--- src/rtl/slink_attr_pkg.sv ---
// slink_attr_pkg
//   Constants shared by the attribute sequencer and the send/recv FIFO
//   wrapper: attribute field widths and the read-timeout fill value.
package slink_attr_pkg;

    localparam int ATTR_ADDR_W = 16;
    localparam int ATTR_DATA_W = 16;

    localparam int                     RSP_TIMEOUT_DEFAULT   = 1024;
    localparam logic [ATTR_DATA_W-1:0] TIMEOUT_RDATA_DEFAULT = 16'hFFFF;

endpackage

--- src/rtl/slink_attr_rsp_timer.sv ---
// slink_attr_rsp_timer
//   Read-response down-counter.
//   Ports:
//     link_clk, link_reset : clock, synchronous active-high reset
//     load                 : load the counter with MAX_COUNT
//     dec                  : decrement by one, saturating at zero
//     expired              : this decrement brings the counter to zero
module slink_attr_rsp_timer #(
    parameter int MAX_COUNT = 1024,
    parameter int W         = $clog2(MAX_COUNT + 1)
) (
    input  logic link_clk,
    input  logic link_reset,
    input  logic load,
    input  logic dec,
    output logic expired
);

    logic [W-1:0] count;

    always_ff @(posedge link_clk) begin
        if (link_reset) begin
            count <= '0;
        end else if (load) begin
            count <= W'(MAX_COUNT);
        end else if (dec && (count != '0)) begin
            count <= count - W'(1);
        end
    end

    // The last waiting cycle is the one where count is 1; <= also covers a
    // counter that is already empty so the wait can never stall.
    assign expired = dec && (count <= W'(1));

endmodule

--- src/rtl/slink_attr_sequencer.sv ---
// slink_attr_sequencer
//   Link-clock sequencer: pops attribute requests from the send FIFO, issues
//   them as attribute packets and, for reads, pushes the response (or the
//   timeout fill value) into the recv FIFO. One transaction at a time.
//   Ports:
//     link_clk, link_reset              : clock, synchronous active-high reset
//     enable, err_clr                   : start permission, sticky-error clear
//     send_fifo_*, send_attr_*          : show-ahead send FIFO head and pop
//     attr_pkt_*                        : packet valid/ready handshake to link
//     attr_rsp_valid, attr_rsp_data     : read response strobe from link
//     recv_fifo_full, recv_fifo_winc,
//     recv_attr_rdata                   : recv FIFO push interface
//     attr_busy, err_timeout,
//     err_unexp_rsp                     : status
//
//   state    | meaning
//   ---------+-------------------------------------------------------------
//   IDLE     | no transaction; pops the send FIFO when enabled and non-empty
//   SEND     | attribute packet offered, waiting for attr_pkt_ready
//   WAIT_RSP | read issued, waiting for the response or the timer
//   PUSH     | read data held, waiting for room in the recv FIFO
module slink_attr_sequencer
    import slink_attr_pkg::*;
#(
    parameter int                     RSP_TIMEOUT   = RSP_TIMEOUT_DEFAULT,
    parameter logic [ATTR_DATA_W-1:0] TIMEOUT_RDATA = TIMEOUT_RDATA_DEFAULT
) (
    input  logic                   link_clk,
    input  logic                   link_reset,
    input  logic                   enable,
    input  logic                   err_clr,
    input  logic                   send_fifo_empty,
    input  logic [ATTR_ADDR_W-1:0] send_attr_addr,
    input  logic [ATTR_DATA_W-1:0] send_attr_wdata,
    input  logic                   send_attr_wr,
    output logic                   send_fifo_rinc,
    output logic                   attr_pkt_valid,
    input  logic                   attr_pkt_ready,
    output logic [ATTR_ADDR_W-1:0] attr_pkt_addr,
    output logic [ATTR_DATA_W-1:0] attr_pkt_data,
    output logic                   attr_pkt_wr,
    input  logic                   attr_rsp_valid,
    input  logic [ATTR_DATA_W-1:0] attr_rsp_data,
    input  logic                   recv_fifo_full,
    output logic                   recv_fifo_winc,
    output logic [ATTR_DATA_W-1:0] recv_attr_rdata,
    output logic                   attr_busy,
    output logic                   err_timeout,
    output logic                   err_unexp_rsp
);

    localparam logic [1:0] ST_IDLE     = 2'd0;
    localparam logic [1:0] ST_SEND     = 2'd1;
    localparam logic [1:0] ST_WAIT_RSP = 2'd2;
    localparam logic [1:0] ST_PUSH     = 2'd3;

    localparam int TMR_W = $clog2(RSP_TIMEOUT + 1);

    typedef enum logic [1:0] {
        IDLE     = ST_IDLE,
        SEND     = ST_SEND,
        WAIT_RSP = ST_WAIT_RSP,
        PUSH     = ST_PUSH
    } state_t;

    state_t                 state;
    logic [ATTR_DATA_W-1:0] hold_rdata;

    logic pop;
    logic rsp_direct;
    logic push;
    logic unexp_rsp;
    logic tmr_load;
    logic tmr_dec;
    logic tmr_expired;
    logic timeout_hit;

    slink_attr_rsp_timer #(
        .MAX_COUNT (RSP_TIMEOUT),
        .W         (TMR_W)
    ) u_rsp_timer (
        .link_clk   (link_clk),
        .link_reset (link_reset),
        .load       (tmr_load),
        .dec        (tmr_dec),
        .expired    (tmr_expired)
    );

    // Pop and push strobes are combinational so the pop lands in the IDLE
    // cycle and a direct response is pushed in the cycle it arrives. Both are
    // blocked while reset is asserted so an abandoned transaction leaves the
    // FIFOs untouched.
    always_comb begin
        pop         = !link_reset && (state == IDLE) && enable && !send_fifo_empty;
        rsp_direct  = (state == WAIT_RSP) && attr_rsp_valid && !recv_fifo_full;
        push        = !link_reset && (rsp_direct || ((state == PUSH) && !recv_fifo_full));
        unexp_rsp   = attr_rsp_valid && (state != WAIT_RSP);
        tmr_load    = (state == SEND) && attr_pkt_ready && !attr_pkt_wr;
        tmr_dec     = (state == WAIT_RSP);
        // A response on the expiry cycle wins over the timeout.
        timeout_hit = (state == WAIT_RSP) && !attr_rsp_valid && tmr_expired;
    end

    assign send_fifo_rinc  = pop;
    assign recv_fifo_winc  = push;
    assign recv_attr_rdata = ((state == WAIT_RSP) && attr_rsp_valid) ? attr_rsp_data : hold_rdata;

    always_ff @(posedge link_clk) begin
        if (link_reset) begin
            state          <= IDLE;
            attr_pkt_valid <= 1'b0;
            attr_pkt_addr  <= '0;
            attr_pkt_data  <= '0;
            attr_pkt_wr    <= 1'b0;
            attr_busy      <= 1'b0;
            hold_rdata     <= '0;
            err_timeout    <= 1'b0;
            err_unexp_rsp  <= 1'b0;
        end else begin
            // Set has priority over clear.
            if (unexp_rsp) begin
                err_unexp_rsp <= 1'b1;
            end else if (err_clr) begin
                err_unexp_rsp <= 1'b0;
            end
            if (timeout_hit) begin
                err_timeout <= 1'b1;
            end else if (err_clr) begin
                err_timeout <= 1'b0;
            end

            case (state)
                IDLE: begin
                    if (pop) begin
                        state          <= SEND;
                        attr_pkt_valid <= 1'b1;
                        attr_busy      <= 1'b1;
                        attr_pkt_addr  <= send_attr_addr;
                        attr_pkt_data  <= send_attr_wr ? send_attr_wdata : '0;
                        attr_pkt_wr    <= send_attr_wr;
                    end
                end
                SEND: begin
                    if (attr_pkt_ready) begin
                        attr_pkt_valid <= 1'b0;
                        if (attr_pkt_wr) begin
                            state     <= IDLE;
                            attr_busy <= 1'b0;
                        end else begin
                            state <= WAIT_RSP;
                        end
                    end
                end
                WAIT_RSP: begin
                    if (attr_rsp_valid) begin
                        hold_rdata <= attr_rsp_data;
                        if (!recv_fifo_full) begin
                            state     <= IDLE;
                            attr_busy <= 1'b0;
                        end else begin
                            state <= PUSH;
                        end
                    end else if (tmr_expired) begin
                        hold_rdata <= TIMEOUT_RDATA;
                        state      <= PUSH;
                    end
                end
                PUSH: begin
                    if (!recv_fifo_full) begin
                        state     <= IDLE;
                        attr_busy <= 1'b0;
                    end
                end
                default: begin
                    state     <= IDLE;
                    attr_busy <= 1'b0;
                end
            endcase
        end
    end

endmodule

--- config.mk ---
export PLATFORM = sky130hd
export DESIGN_NAME = slink_attr_sequencer
export DESIGN_NICKNAME = d
export VERILOG_FILES = /design/src/rtl/slink_attr_pkg.sv /design/src/rtl/slink_attr_rsp_timer.sv /design/src/rtl/slink_attr_sequencer.sv
export SDC_FILE = /design/constraint.sdc
export NUM_CORES = 1
export LEC_CHECK = 0
export CAP_MARGIN = 20
export CORE_MARGIN = 2
export CORE_UTILIZATION = 44
export DETAILED_ROUTE_END_ITERATION = 7
export HOLD_SLACK_MARGIN = 0.08
export PLACE_DENSITY_LB_ADDON = 0.3
export RECOVER_POWER = 25
export SLEW_MARGIN = 20
export SYNTH_ARGS = -nofsm -noshare
export SYNTH_HDL_FRONTEND = slang
export SYNTH_SLANG_ARGS = --single-unit
export TNS_END_PERCENT = 20
--- constraint.sdc ---
create_clock -name link_clk -period 2.83 [get_ports link_clk]
set_input_delay 0.7075 -clock link_clk [delete_from_list [all_inputs] [get_ports link_clk]]
set_output_delay 0.7075 -clock link_clk [all_outputs]
set_load 0.02 [all_outputs]
[After elaboration in Yosys (flattened, before gate mapping)]
Index checks and enable logic that the tools add are counted.
Word-level totals
  register bits after elaboration: 66
  output and inout bits: 55
  word-level logic and storage cells: 81
Cells by class
  add/subtract/negate cells: 1
  order comparisons: 1
  equal/unequal tests: 10
  mux-type cells: 25
  reductions and logical operators: 33
Operators with widths (number)
  $mux W16: 4
  $mux W11: 2
  $logic_and A1 B1 Y1: 14
  $mux W2: 7
  $ne A2 B2 Y1 const B: 6
  $le A11 B1 Y1 const B: 1
  $reduce_bool A11 Y1: 1
  $sub A11 B1 Y11 const B: 1
  $reduce_bool A2 Y1: 5
  $mux W1: 9
  $pmux W2 S4: 1
  $reduce_and A4 Y1: 2
  $logic_not A1 Y1: 5
  $eq A2 B2 Y1 const B: 2
  $pmux W1 S4: 1
  $reduce_and A2 Y1: 2
  $ne A3 B3 Y1 const B: 1
  $reduce_and A3 Y1: 1
  $eq A2 B1 Y1 const B: 1
  $logic_not A2 Y1: 1
  $pmux W1 S2: 1
  $reduce_or A2 Y1: 1
  $logic_or A1 B1 Y1: 1

[Depth between registers and ports, before layout]
Gate-level depths: netlist (run 1).
  depth in word-level cells: 6
  gate-level depth with buffers: 8

[Cells and area by module]
A second synthesis (run 1) with hierarchy kept.
Unflattened totals
  cell total of the unflattened synthesis: 365
  area total of the unflattened synthesis: 3101.7 um^2
By module, submodules not included
  slink_attr_sequencer: times used 1, cells an instance 284, area each 2377.3 um^2, sequential area each 1101.1 um^2
  slink_attr_rsp_timer: times used 1, cells an instance 81, area each 724.4 um^2, sequential area each 220.2 um^2

[Worst setup path before layout (run 1)]
OpenSTA, ideal clock, no wires.
  path kind: in2out
  from: in link_reset
  to: out send_fifo_rinc
  arrival: 1.776 ns
  data required time: 2.122 ns
  path slack: 0.346 ns
  cell stages on the path: 5
  path buffers: 3
  cell sequence: clkbuf_1 -> or4_1 -> buf_2 -> inv_2 -> buf_2
Between the ends
  longest elaborated chain between the ends: 4
Ends and longest elaborated chain
  from (decl): line slink_attr_sequencer.sv:29  | input logic link_reset,
  $logic_not A1 Y1: line slink_attr_sequencer.sv:94  | pop = !link_reset && (state == IDLE) && enable && !send_fifo_empty;
  $logic_and A1 B1 Y1 (3 in series): line slink_attr_sequencer.sv:94
  to (decl): line slink_attr_sequencer.sv:36  | output logic send_fifo_rinc,
No other way between the ends.

[Worst setup path in the final report (run 1)]
  from: in attr_rsp_valid
  to: out recv_attr_rdata[8]
Between the ends
  longest elaborated chain between the ends: 2
Ends and longest elaborated chain
  from (decl): line slink_attr_sequencer.sv:42  | input logic attr_rsp_valid,
  $logic_and A1 B1 Y1: line slink_attr_sequencer.sv:106  | assign recv_attr_rdata = ((state == WAIT_RSP) && attr_rsp_valid) ? attr_rsp_data : hold_rdata;
  $mux W16: line slink_attr_sequencer.sv:106
  to (decl): line slink_attr_sequencer.sv:46  | output logic [ATTR_DATA_W-1:0] recv_attr_rdata,
No other way between the ends.

==> results.ini, run 1 <==
[power]
power.share.clock=0.351
seqPwrFrac=0.491
switching_power_w=0.000533
pwr-share-comb=0.158
powerDensity_nw_per_um2=460
irDropWorstVdd_mv=0.379
leakagePower_nw=1.82
sw_frac_of_total=0.266
power.internal_w=0.00147

[global_routing]
grt_pass1_vias=2773
antenna_found_initial=0
grt_first_pass_wirelength_um=13000
grt-ovfl-total=0
grt_max_degree=60
grt_usage=0.224

[worst_setup_path]
cp.depth=5
required_ns=2.12
crit_end=recv_attr_rdata[8]
crit_buf_inv=3
r2r_cells=5
setup.worst_path.start=attr_rsp_valid
critPathKind=input pin to primary output
rr_endpoint=u_rsp_timer.count[1]
endpoint_kind=primary output
ff2ff_setup_slack_ns=0.72
cp_top_family=buffers and inverters
crit_arrival_ns=2.10
crit_top_cell=dlygate4sd2_1
cp_cell_sequence=dlygate4sd2_1, nand3b_1, bufbuf_16, mux2_2, dlygate4sd2_1
cp-start-kind=input pin
critPathSlowestCell=mux2_2
cp_max_fo=14
r2r-start=u_rsp_timer.count[1]
cpPeakStageDelay_ns=0.32

[clock_network]
cts_buffers=9
clk_pin_slew_ns=0.07
clockRootBuffer=clkbuf_8
cts.sinks=66
clockBufferDepth=2
htreeDepth=3
clk-insertion-delay-late_ns=0.35
cts_tree=done

[yosys]
synth_area_leaders=dfxtp_1 45%, nand2_1 6.7%, mux2_2 6.1%
yosysMostFrequentCell=dfxtp_1
yosysTopAreaCellShare=0.447
syn_nets=405
ys.flop_type=dfxtp_1
synth-edff-count=0
synth_area_um2=2950
avgSynthCellArea_um2=8.56
synthTopCellsByCount=66 x dfxtp_1, 53 x nand2_1, 47 x nor2_1, 24 x a21oi_1, 18 x nand3b_1
synth-async-reset-ratio=0
ys_types=49
synth.largest_area_cell=dfxtp_1
synthCells=345
ys_seq_area_frac=0.447
synth_warnings=0
ys_seq_elements=66

[die]
start_util=0.460
core_um2=6420
dieArea_um2=7380
fp.dieW_um=85.9
die_h_um=85.9
rows=29
io_pins=112

[timing]
setup_viol_count_final=0
finalCritPeriodShare=0.990
final_max_slew_viol_count=0
fmax_ghz=0.357
rsz0062_at_grt=true
relSlewSlack=0.244
worstMarginPinSlew_ns=1.13
clock_skew_ns=0.00612
final-hold-violation-count=0
fin_crit_ns=2.80

[detailed_routing]
wire_per_inst_um=15.3
drcViolationCount=0
ant_nets=0
vias=2864
routed_wl_um=8240
dr.pass1.iters=4
viasPerCell=5.31
initialDrtViolationCount=145

[cells_and_area]
nFillCells=516
final_util=0.677
drive_gt1_frac=0.115
seqCellArea_um2=1320
multi_input_area_um2=1470
final_nets=517
area_growth_pct=47.2
finalInstanceArea_um2=4350
n_antenna_cell=0

[placement]
port-buffer-count=111
gp_congestion=0.779
place_hpwl_um=5490
placed_cell_area_um2=4140

[run]
cap_violations=0

[hold_path]
hold_path_class=flop to flop

[outcome]
outcome=finished clean

-- final cells by class --
class,instances,area share
Timing Repair Buffer,126,0.288
Sequential cell,66,0.304
Clock buffer,11,0.0325
Clock inverter,5,0.00691
Tap cell,77,0.0222
Multi-Input combinational cell,245,0.339
Inverter,9,0.00777
-- kinds of logic (layout without fill, tap and decap cells) --
| logic type | Yosys count | in the layout | share of synthesized area |
|---|---|---|---|
| muxes | 17 | 17 | 0.0644 |
| adders and majority gates | 3 | 3 | 0.0127 |
| DFF | 66 | 66 | 0.447 |
| xor gates and xnor gates | 3 | 3 | 0.00890 |
| AOI/OAI and AO/OA | 63 | 63 | 0.140 |
| and+or+nand+nor | 159 | 159 | 0.274 |
| buffers and inverters | 34 | 151 | 0.0521 |
-- how the worst min path moves through the flow --
stage / end / cells past startpoint / startpoint
6_report: attr_pkt_data[10] / 2 / attr_pkt_data[10]
5_1_grt: attr_pkt_data[3] / 2 / attr_pkt_data[3]
4_1_cts: attr_pkt_data[10] / 2 / attr_pkt_data[10]
3_5_place_dp: attr_pkt_data[0] / 2 / attr_pkt_data[0]
3_3_place_gp: attr_pkt_data[7] / 2 / attr_pkt_data[7]
2_1_floorplan: hold_rdata[0] / 1 / hold_rdata[0]
-- worst register-to-register path: cells and delay by family, from the launching register on --
| family | cells | cell delay, ns |
|---|---|---|
| adder cells (fa/ha/maj) | 1 | 0.16 |
| buffers and inverters | 1 | 0.11 |
| AND/OR/NAND/NOR | 1 | 0.80 |
| flip-flops | 1 | 0.34 |
| AO/OA/AOI/OAI | 2 | 0.61 |
-- placed cells by master, fill, tap and decap left out, types with 3 or more instances in the layout --
cell type / instances
or4_1: 3
clkdlybuf4s50_1: 78
nor2_1: 47
o21ai_0: 4
nand2_1: 53
a31oi_1: 4
clkdlybuf4s15_1: 7
o21a_1: 16
clkinv_2: 3
nand3_1: 16
clkbuf_8: 10
clkbuf_1: 3
or3_1: 3
dfxtp_1: 66
inv_1: 8
ha_1: 3
mux2_2: 16
buf_4: 10
nand2b_1: 3
nor3_1: 3
dlygate4sd3_1: 13
nand3b_1: 18
dlygate4sd2_1: 10
a21oi_1: 24
-- what timing repair did --
| item | CTS | global route |
|---|---|---|
| resized for setup | 23 | 8 |
| hold buffers | 0 | 0 |
| gates cloned | 2 | 0 |
| setup buffers | 1 | 0 |
| pin swaps | 0 | 0 |
| endpoints found under the setup margin | 18 | 10 |
-- through the flow --
stage | TNS, ns | hold WS, ns | std cells | total power [W] | setup slack [ns]
after floorplan | 0 | 0.435 | 345 | 0.00115 | 0.346
after global placement | -4.90 | 0.437 | 520 | 0.00132 | -0.298
after detailed placement | -5.26 | 0.446 | 520 | 0.00133 | -0.318
after CTS | 0 | 0.453 | 539 | 0.00201 | 0.00416
after global routing | -0.0591 | 0.474 | 539 | 0.00207 | -0.0317
final | 0 | 0.450 | 539 | 0.00200 | 0.0274
-- registers in the layout (all words and copies together) (netlist names) --
signal,cells
attr_pkt_addr,16
err_unexp_rsp,1
hold_rdata,16
attr_pkt_wr,1
state,2
attr_pkt_data,16
attr_pkt_valid,1
err_timeout,1
u_rsp_timer.count,11
attr_busy,1
-- power groups by stage --
| stage | Combinational, W | Sequential [W] | Clock [W] |
|---|---|---|---|
| floorplan | 0.000128 | 0.00102 | 0 |
| global placement | 0.000318 | 0.00100 | 0 |
| detailed placement | 0.000323 | 0.00100 | 0 |
| CTS | 0.000321 | 0.000982 | 0.000711 |
| global route | 0.000341 | 0.000985 | 0.000746 |
| finish | 0.000317 | 0.000981 | 0.000702 |
-- layer usage --
layer | vias up | share of wire | GRT usage
met3 | 8 | 0.072 | 0.0731
met4 | 0 | 0.013 | 0.0851
li1 | 1410 | - | -
met1 | 1346 | 0.41 | 0.263
met5 | - | 0 | 0
met2 | 100 | 0.50 | 0.379
No activity file was read; power rests on OpenSTA's default activity.
==> inputs of run 2 (changes only) <==
--- a/config.mk
+++ b/config.mk
@@ -9,5 +9,7 @@
 export CORE_MARGIN = 2
 export CORE_UTILIZATION = 44
+export CTS_CLUSTER_SIZE = 8
 export DETAILED_ROUTE_END_ITERATION = 7
+export GPL_TIMING_DRIVEN = 0
 export HOLD_SLACK_MARGIN = 0.08
 export PLACE_DENSITY_LB_ADDON = 0.3
==> constraint.sdc (replaced) <==
create_clock -name link_clk -period 2.83 [get_ports link_clk]
set_input_delay 0.7075 -clock link_clk [delete_from_list [all_inputs] [get_ports link_clk]]
set_output_delay 0.7075 -clock link_clk [all_outputs]
set_load 0.1 [all_outputs]
==> run 2 against run 1 <==
Sequential cell count unchanged. Critical path depth grew 1. Final cell count grew 1.3%. Clock skew shrank 0.0023 ns. Design area shrank 1.7%. Non-clock buffer count up 7. Combinational power rose by 62%. Clock power fell by 4.4%. First-iteration DRC count increased by 19%. Sequential power hardly changed. Largest cell class unchanged. Die area did not move.
==> results.ini, run 2 (synthesis results as in run 1) <==
[outcome]
outcome=finished clean

[clock_network]
clk-insertion-delay-late_ns=0.33
cts_buffers=9
cts_tree=done
htreeDepth=3
clockRootBuffer=clkbuf_8
clk_pin_slew_ns=0.07
cts.sinks=66
clockBufferDepth=2

[cells_and_area]
stdcell_count=546
final_cell_mix=90 x clkdlybuf4s50_1, 66 x dfxtp_1, 53 x nand2_1
drive_gt1_frac=0.143
final_nets=524
final_common_cell=clkdlybuf4s50_1
nFillCells=542
area_growth_pct=44.6
largest_registers=attr_pkt_addr (16), attr_pkt_data (16), hold_rdata (16)
n_antenna_cell=0
finalInstanceArea_um2=4270

[worst_setup_path]
crit_buf_inv=4
cp-start-kind=input pin
cp.depth=6
endpoint_kind=primary output
r2r_cells=6
cpPeakStageDelay_ns=0.50
critPathSlowestCell=clkdlybuf4s50_1
crit_arrival_ns=2.09
cp_top_family=buffers and inverters
cp_cell_sequence=clkdlybuf4s50_1, nand2b_4, or4_1, buf_6, inv_8, buf_12
critPathKind=input pin to primary output
cp_max_fo=7
required_ns=2.12

[die]
rows=29
dieArea_um2=7380
start_util=0.460
core_um2=6420
die_h_um=85.9
fp.dieW_um=85.9
io_pins=112

[power]
power.internal_w=0.00145
leakagePower_nw=1.72
irDropWorstVdd_mv=0.322
pwr-share-comb=0.237
seqPwrFrac=0.453
power.share.clock=0.310
powerDensity_nw_per_um2=507
sw_frac_of_total=0.330
switching_power_w=0.000714

[run]
cap_violations=0

[detailed_routing]
drcViolationCount=0
vias=2869
wire_per_inst_um=14.4
initialDrtViolationCount=172
dr.pass1.iters=4
routed_wl_um=7840
ant_nets=0
viasPerCell=5.25

[timing]
final-hold-violation-count=0
rsz0062_at_grt=true
fmax_ghz=0.357
setup_viol_count_final=0
finalCritPeriodShare=0.989
clock_skew_ns=0.00385
fin_crit_ns=2.80
worstMarginPinSlew_ns=1.28
relSlewSlack=0.140
final_max_slew_viol_count=0

[placement]
placed_cell_area_um2=4130
port-buffer-count=108
dp.cells=530
gp_congestion=0.831
place_hpwl_um=5750

[hold_path]
hold_path_class=flop to flop
holdPathStages=2

[global_routing]
antenna_found_initial=0
grt_pass1_vias=2844
grt_first_pass_wirelength_um=12900
grt-ovfl-total=0
grt_usage=0.218
grt_max_degree=17

-- run 2: power by group through the flow --
| stage | sequential [W] | clock [W] | combinational (W) |
|---|---|---|---|
| finish | 0.000980 | 0.000671 | 0.000512 |
| global route | 0.000983 | 0.000735 | 0.000537 |
| CTS | 0.000980 | 0.000685 | 0.000513 |
| detailed placement | 0.00100 | 0 | 0.000509 |
| global placement | 0.000999 | 0 | 0.000504 |
| floorplan | 0.00115 | 0 | 0.000189 |
-- run 2: through the flow --
stage / total power (W) / hold slack, ns / util / setup slack [ns] / setup TNS, ns
after floorplan: 0.00134 / 0.435 / - / 0.00537 / 0
final: 0.00216 / 0.451 / 0.665 / 0.0317 / 0
after CTS: 0.00218 / 0.452 / 0.667 / 0.0111 / 0
after global placement: 0.00150 / 0.437 / 0.643 / -1.30 / -13.22
after global routing: 0.00226 / 0.474 / 0.665 / -0.0299 / -0.316
after detailed placement: 0.00151 / 0.446 / 0.643 / -1.29 / -13.52
-- run 2: path summary, 6_finish.rpt --
path,startpoint,to,slack (ns)
setup / recovery,enable,send_fifo_rinc,0.03
hold / removal,attr_pkt_data[15],attr_pkt_data[15],0.45
setup reg to reg,u_rsp_timer.count[3],hold_rdata[8],0.29
hold reg to reg,attr_pkt_data[15],attr_pkt_data[15],0.45
-- run 2: tightest hold or removal path: cells and delay by family, from the launching register on --
family | cells | cell delay [ns]
and+or+nand+nor | 1 | 0.05
AOI/OAI and AO/OA | 1 | 0.05
DFF | 1 | 0.31
-- run 2: area by class of cell --
type / instances / area (um^2) / area share
multi-input combinational: 245 / 1470 / 0.345
sequential: 66 / 1320 / 0.309
timing repair buffer: 109 / 1050 / 0.246
inverter: 9 / 41.3 / 0.00967
clock buffer: 11 / 131 / 0.0308
tap: 77 / 96.3 / 0.0226
clock inverter: 5 / 31.3 / 0.00732
buffer: 24 / 125 / 0.0293
-- run 2: repair_timing --
item	4_1_cts	5_1_grt
setup buffers	1	0
hold buffers	0	0
endpoints found under the setup margin	18	18
cloned	0	0
hold endpoints to repair	0	0
gates resized for setup	115	8
pin swaps	0	0
-- run 2: routing by layer --
layer	vias up	track usage	wire length, um
met3	12	0.0683	562
met1	1351	0.272	3360
met2	82	0.352	3830
li1	1424	-	-
met4	0	0.0851	86
met5	-	0	0
==> inputs of run 3 (changes only) <==
- ABC_AREA: default -> 1
- CTS_CLUSTER_DIAMETER: default -> 50
==> run 3 against run 2 <==
Via count grew 3.3%. Clock skew grew 0.0057 ns. Utilization up 1.7 points. Design area is 2.1% higher. Power rose by 120%. First-iteration DRC count decreased by 40%. Combinational power grew to 5.4 times the previous value. Clock power increased by 27%. Worst hold slack gained 0.018 ns. Setup slack better by 0.069 ns. Non-clock buffer count shrank 5. Area after synthesis down 0.68%. Critical path type unchanged.
==> results.ini, run 3 <==
[outcome]
outcome=finished clean

[timing]
fmax_ghz=0.366
relSlewSlack=0.333
finalCritPeriodShare=0.964
final-hold-violation-count=0
setup_viol_count_final=0
final_max_slew_viol_count=0
worstMarginPinSlew_ns=0.997
fin_crit_ns=2.73
clock_skew_ns=0.00954

[power]
sw_frac_of_total=0.509
pwr-share-comb=0.571
leakagePower_nw=1.77
seqPwrFrac=0.253
power.total_w=0.00485
switching_power_w=0.00247
power.share.clock=0.176
powerDensity_nw_per_um2=1110
power.internal_w=0.00238
irDropWorstVdd_mv=0.747

[cells_and_area]
drive_gt1_frac=0.132
largest_registers=attr_pkt_addr (16), attr_pkt_data (16), hold_rdata (16)
final_cell_mix=91 x clkdlybuf4s50_1, 87 x nand2_1, 66 x dfxtp_1
nFillCells=532
final_nets=586
seqCellArea_um2=1320
final_util=0.682
area_growth_pct=48.6
n_antenna_cell=0
final_common_cell=clkdlybuf4s50_1
multi_input_area_um2=1370
finalInstanceArea_um2=4360

[global_routing]
grt-ovfl-total=0
grt_max_degree=11
grt_first_pass_wirelength_um=12500
grt_usage=0.210
antenna_found_initial=0
grt_pass1_vias=2889

[detailed_routing]
ant_nets=0
dr.pass1.iters=4
drcViolationCount=0
vias=2965
drt-met1-wl_um=3300
top_layer=met4
viasPerCell=4.88
initialDrtViolationCount=104
wl_met2_um=3530
routed_wl_um=7620
dr_wl_met3_um=673
wire_per_inst_um=12.5

[yosys]
synthCells=405
ys_seq_area_frac=0.451
synth-edff-count=0
ys_types=34
ys.flop_type=dfxtp_1
ys_seq_elements=66
yosysTopAreaCellShare=0.451
synthTopCellsByCount=86 x nand2_1, 66 x dfxtp_1, 56 x nor2_1, 47 x a21oi_1, 37 x inv_1
syn_nets=465
avgSynthCellArea_um2=7.24
yosysMostFrequentCell=nand2_1
synth_warnings=0
synth_area_leaders=dfxtp_1 45%, nand2_1 11%, a21oi_1 8.0%
synth.largest_area_cell=dfxtp_1
synth-async-reset-ratio=0
synth_area_um2=2930

[placement]
place_hpwl_um=5550
placed_cell_area_um2=4150
gp_congestion=0.857
port-buffer-count=110

[clock_network]
clockRootBuffer=clkbuf_8
clk-insertion-delay-late_ns=0.34
cts_buffers=9
clk_pin_slew_ns=0.07
clockBufferDepth=2
postCtsSetupRepairBufs=0
htreeDepth=3
cts_tree=done
cts.sinks=66

[die]
core_um2=6390
start_util=0.459
io_pins=112
fp.dieW_um=85.6
dieArea_um2=7330
rows=29
die_h_um=85.6

[worst_setup_path]
cp_max_fo=10
ff2ff_setup_slack_ns=0.84
crit_arrival_ns=2.02
required_ns=2.12
endpoint_kind=primary output
cp-start-kind=input pin
critPathKind=input pin to primary output

[hold_path]
hold_path_class=flop to flop

[run]
cap_violations=0

## run 3: path summary, 6_finish.rpt
kind,startpoint,end,cells after the start
hold / removal,attr_pkt_data[15],attr_pkt_data[15],2
setup reg to reg,u_rsp_timer.count[5],hold_rdata[6],8
hold reg to reg,attr_pkt_data[15],attr_pkt_data[15],2
setup / recovery,link_reset,send_fifo_rinc,6
## run 3: stage by stage
| stage | setup TNS, ns | std cells | hold WS (ns) | setup slack, ns |
|---|---|---|---|---|
| 6_report | 0 | 608 | 0.469 | 0.101 |
| 5_1_grt | -0.00513 | 608 | 0.490 | -0.00513 |
| 4_1_cts | 0 | 608 | 0.467 | 0.00141 |
| 3_5_place_dp | -16.32 | 592 | 0.458 | -0.971 |
| 3_3_place_gp | -16.36 | 592 | 0.451 | -0.977 |
| 2_1_floorplan | -5.74 | 405 | 0.452 | -0.453 |
## run 3: timing repair
| item | in CTS | in global routing |
|---|---|---|
| pin swaps | 0 | 1 |
| resized for setup | 124 | 7 |
| hold buffers | 0 | 0 |
| setup endpoints to repair | 18 | 18 |
## run 3: power groups by stage
| stage | sequential [W] | clock (W) | combinational (W) |
|---|---|---|---|
| floorplan | 0.00159 | 0 | 0.00184 |
| global placement | 0.00123 | 0 | 0.00274 |
| detailed placement | 0.00124 | 0 | 0.00278 |
| CTS | 0.00123 | 0.000862 | 0.00282 |
| global route | 0.00125 | 0.000898 | 0.00300 |
| finish | 0.00123 | 0.000853 | 0.00277 |
## run 3: cell families (layout without fill, tap and decap cells)
family	after synthesis	after routing	share of synthesized area
AO/OA/AOI/OAI	74	74	0.130
adder cells (fa/ha/maj)	3	3	0.0128
flip-flops	66	66	0.451
XOR/XNOR	2	2	0.00597
AND/OR/NAND/NOR	201	201	0.315
buffers and inverters	59	185	0.0853
## run 3: layout make-up
cell class | count | area share
multi-input cells | 280 | 0.314
clock buffers | 15 | 0.0428
inverters | 41 | 0.0353
well taps | 77 | 0.0221
repair buffers | 110 | 0.253
plain buffers | 18 | 0.0227
flip-flops and latches | 66 | 0.303
clock inverters | 1 | 0.00689
## run 3: worst max-delay path: stages
cell             delay (ns)
clkdlybuf4s50_1        0.46
inv_2                  0.09
nand2_1                0.09
nor3_4                 0.24
buf_4                  0.23
buf_8                  0.21
## run 3: metal layers
metal,up-vias,track usage
li1,1548,-
met1,1319,0.250
met5,-,0
met4,0,0.0779
met3,10,0.0847
met2,88,0.341
